## config.mk

```make
export PLATFORM = sky130hd
export DESIGN_NAME = if_id_buffer
export DESIGN_NICKNAME = d
export VERILOG_FILES = /design/src/rtl/if_id_buffer.sv
export SDC_FILE = /design/constraint.sdc
export NUM_CORES = 1
export LEC_CHECK = 0
export BUFFER_PORTS_ARGS = -buffer_cell sky130_fd_sc_hd__buf_2
export CELL_PAD_IN_SITES_DETAIL_PLACEMENT = 0
export CELL_PAD_IN_SITES_GLOBAL_PLACEMENT = 2
export CORE_UTILIZATION = 39
export CTS_CLUSTER_DIAMETER = 100
export DETAILED_ROUTE_END_ITERATION = 12
export HOLD_SLACK_MARGIN = 0.08
export PLACE_DENSITY_LB_ADDON = 0.1
export SYNTH_ARGS = -nofsm -noshare
export SYNTH_HDL_FRONTEND = slang
export SYNTH_SLANG_ARGS = --single-unit
```

## constraint.sdc

```tcl
create_clock -name clk -period 2.4 [get_ports clk]
set_clock_uncertainty 0.05 [all_clocks]
set_input_delay 0.36 -clock clk [delete_from_list [all_inputs] [get_ports clk]]
set_output_delay 0.36 -clock clk [all_outputs]
set_load 0.005 [all_outputs]
```

## src/rtl/if_id_buffer.sv

```systemverilog
// Fetch-to-decode instruction packet FIFO with single-cycle flush.
// Optional same-cycle empty bypass is enabled by defining IFQ_BYPASS_EN.

package lc3b_pkg;
  typedef struct packed {
    logic [15:0] pc;
    logic [15:0] instr;
  } lc3b_ipacket;
endpackage

module if_id_buffer
  import lc3b_pkg::*;
#(
  parameter int DEPTH = 4,
  parameter int CNT_W = $clog2(DEPTH) + 1
) (
  input  logic              clk,
  input  logic              rst_n,
  input  logic              flush,
  input  logic              enq_valid,
  input  lc3b_ipacket       enq_packet,
  output logic              enq_ready,
  output logic              deq_valid,
  output lc3b_ipacket       deq_packet,
  input  logic              deq_ready,
  output logic [CNT_W-1:0]  count,
  output logic              full,
  output logic              empty
);

  localparam int PTR_W = $clog2(DEPTH);

  lc3b_ipacket      storage [DEPTH];
  logic [PTR_W-1:0] head;
  logic [PTR_W-1:0] tail;
  lc3b_ipacket      head_pkt;
  logic             bypass;
  logic             push;
  logic             pop;

  assign full      = (count == CNT_W'(DEPTH));
  assign empty     = (count == '0);
  assign enq_ready = ~full;

`ifdef IFQ_BYPASS_EN
  assign bypass     = empty & enq_valid & deq_ready & ~flush;
  assign deq_valid  = ~empty | bypass;
  assign deq_packet = bypass ? enq_packet : head_pkt;
`else
  assign bypass     = 1'b0;
  assign deq_valid  = ~empty;
  assign deq_packet = head_pkt;
`endif

  assign push = enq_valid & enq_ready & ~bypass & ~flush;
  assign pop  = deq_ready & ~empty & ~flush;

  // Storage is deliberately left unreset so it can map onto distributed/block RAM.
  always_ff @(posedge clk) begin
    if (push) begin
      storage[tail] <= enq_packet;
    end
  end

  always_ff @(posedge clk or negedge rst_n) begin
    if (!rst_n) begin
      head     <= '0;
      tail     <= '0;
      count    <= '0;
      head_pkt <= '0;
    end else if (flush) begin
      head     <= '0;
      tail     <= '0;
      count    <= '0;
      head_pkt <= '0;
    end else begin
      if (push) begin
        tail <= tail + 1'b1;
      end
      if (pop) begin
        head <= head + 1'b1;
      end
      if (push && !pop) begin
        count <= count + 1'b1;
      end else if (pop && !push) begin
        count <= count - 1'b1;
      end
      // The registered head copy tracks whichever entry will be oldest after this edge.
      if (pop) begin
        if (count > CNT_W'(1)) begin
          head_pkt <= storage[head + 1'b1];
        end else if (push) begin
          head_pkt <= enq_packet;
        end
      end else if (push && empty) begin
        head_pkt <= enq_packet;
      end
    end
  end

endmodule

```

==> metrics.md <==
| Metric | Value |
|---|---|
| Slew HR | 63.8% |
| Layout cells sized above 1 | ~40% |
| Pre-antenna DRT Iters | 4 |
| I/O Buffers | between 70 and 80 |
| Pins Over Slew Limit | 0 |
| Part of the cycle the worst path needs | between 90 and 100% |
| R2R cell count | 8 |
| Hpwl dp | just under 10 mm |
| CTS sink cnt | 167 |
| Top cell family by delay on the critical path | simple AND/OR/NAND/NOR gates |
| Hold Crit Depth | 1 |
| Nets | 546 |
| Vias post-DR | around 3.9k |
| Status | finished, final reports clean |
| Synth Net Count | 459 |
| Pre-CTS setup slack | ~140 ps |
| I/O pin total | 76 |
| Syn Inst Count | between 400 and 500 |
| Ys flop type | edfxtp_1 |
| Initial Util | approximately 40% |
| DRC errors left | 0 |
| Largest net degree at the start of global routing | 33 |
| CTS tree | yes |
| Post-synth top area share | a little under three fifths |
| Vias per cell | ~5.3 |
| Levels on crit path | 8 |
| Core ar. | 17400 um^2 |
| Routed Wire Length | between 15 and 20 mm |
| Post-synthesis cell type count | 35 |
| Post-synth EDFFs | around 130 |
| DR WL met3 | between 700 and 800 um |
| Post-Layout Cell Count | 739 |
| Async S/R FF share, synth | between 20% and 30% |
| Synth area leader | edfxtp_1 |
| Worst setup margin | approximately 160 ps |
| Synthesized area | approximately 7000 um^2 |
| Power Dens Cells | 1010 nW/um^2 |
| Ranking of synthesized cells by area | edfxtp_1, dfrtp_1, mux4_2 |
| Drt wl/cell | 21.2 um |
| Crit-path cells | inv_1 > ha_1 > or2b_1 > inv_2 > or3_1 > and2_2 > buf_4 > a311oi_1 |
| Met2 wire len | 7.67 mm |
| Placed insts | between 700 and 800 |
| Worst setup EP type | flip-flop |
| Register area share after synthesis | 69.1% |
| Die W | between 100 and 150 um |
| Site Rows | 48 |
| Filler Cell Count | ~1.5k |
| Worst-path clk slew | around 60 ps |
| Root Buffer | clkbuf_16 |
| Overflow after GRT | 0 |
| Die area | approximately 18000 um^2 |
| Setup tns final | 0 ps |
| Worst slew pin tran | 542 ps |
| Min-Delay Path Class | input port to flip-flop |
| Data required time of the worst path | 2680 ps |
| RSZ-0062 raised after global routing | false |
| Die outline height | between 100 and 150 um |
| Crit path DAT | ~2500 ps |
| Count leader, synth | edfxtp_1 |
| CP startpoint kind | flip-flop |
| Max incr delay on CP | 430 ps |
| Post-synth top cells | edfxtp_1, nand2_1, dfrtp_1 |
| WP buf/inv | 3 |
| Post-layout min period | approximately 2200 ps |
| Max_cap viols | 0 |
| Average cell area after synthesis | around 17 um^2 |
| Final hold viol count | 0 |
| Wl on met1 | 7.04 mm |
| ANT nets after route | 0 |
| Synth Register Bits | approximately 170 |
| Iteration-0 DRC Markers | approximately 300 |
| Max VDD drop | roughly 0.56 mV |
| Clock latency on the worst-skew pair | between 400 and 500 ps |
| Layout Utilization | around half |
| Routability cong. | about 0.67 |
| Num CTS Buffers | 17 |
| CP Max Fanout | 19 |
| Global-route wire length before repair | 24.2 mm |
| Yosys warns | 0 |
| Max clock buf depth | 2 |
| Overall Global Routing Usage | a little under a fifth |
| Syn-to-layout area delta | 20.2% |
| Top Metal Used | met4 |
| Vias in the first global route | a little over 4k |
| Setup violators final | 0 |
| Pleak | 3.09 nW |
| Class of the most critical setup path | flip-flop to flip-flop |
| Critical path's slowest cell | dfrtp_1 |
| Initial antenna violation count | 0 |
| # diodes | 0 |
| H-tree Lvls | 4 |
| Fmax | 446 MHz |
==> per-layer routing <==
metal  GRT usage [%]  vias to the layer above
li1                -                     1781
met1            25.1                     2036
met2            28.9                       97
met3            3.93                       17
met4            6.37                        0
met5               0                        -
==> repair_timing <==
action / CTS / global route
hold buffers: 1 / 0
setup buffers: 0 / 0
endpoints found under the hold margin: 18 / 0
setup endpoints to repair: 0 / 6
gates resized for setup: 0 / 1
==> logic make-up after synthesis <==
logic type / count (synthesis) / share of synthesized area [%]
adders and majority gates: 9 / 1.58
muxes: 33 / 10.5
AOI/OAI and AO/OA: 74 / 10.2
DFF: 167 / 69.1
buffers and inverters: 41 / 2.82
xor gates and xnor gates: 4 / 0.700
and+or+nand+nor: 86 / 5.11
==> metrics by stage <==
step	hold WS, ps	instance area [um^2]	power (W)
2_1_floorplan	14.4	6980	0.00491
3_3_place_gp	330	7730	0.00559
3_5_place_dp	330	7730	0.00561
4_1_cts	99.6	8380	0.00855
5_1_grt	102	8380	0.00886
6_report	116	8380	0.00845
==> power by group <==
group / total [W] / internal [W] / switching, W / leakage [nW]
combinational: 0.00190 / 0.000880 / 0.00102 / 1.11
clock: 0.00292 / 0.00183 / 0.00110 / 0.313
sequential: 0.00363 / 0.00342 / 0.000205 / 1.66
==> state kept, by name, indices dropped and copies added (netlist names) <==
register    flops
storage       128
count           3
tail            2
deq_packet     32
head            2
==> layout make-up <==
type	count	area, um^2	share of cell area [%]
clock buffers	21	470	5.61
clock inverters	11	169	2.02
inverters	9	33.8	0.403
multi-input cells	206	1960	23.4
flip-flops and latches	167	4820	57.6
well taps	225	282	3.36
repair buffers	100	641	7.64
==> path summary, 6_finish.rpt <==
| kind | start | end | slack, ps |
|---|---|---|---|
| min in group asynchronous | rst_n | count[0] | 420 |
| hold / removal | enq_packet[10] | storage[2][10] | 120 |
| hold reg to reg | deq_packet[2] | deq_packet[2] | 540 |
| setup reg to reg | count[0] | deq_packet[3] | 160 |
| setup / recovery | count[0] | deq_packet[3] | 160 |
| max in group asynchronous | rst_n | deq_packet[20] | 1180 |
==> layout by cell type, fill, tap and decap left out, types with 2 or more instances in the layout <==
master	instances
a21oi_1	34
a311oi_1	2
a311oi_2	30
and2_2	5
buf_12	6
buf_2	75
buf_4	18
bufinv_16	4
clkbuf_16	17
clkbuf_8	3
clkinv_2	3
clkinv_4	2
dfrtp_1	36
dfrtp_2	3
edfxtp_1	128
ha_1	8
inv_1	8
mux4_2	32
nand2_1	66
nor2_1	8
nor2b_1	2
xnor2_1	2
No activity file was read; power rests on OpenSTA's default activity.
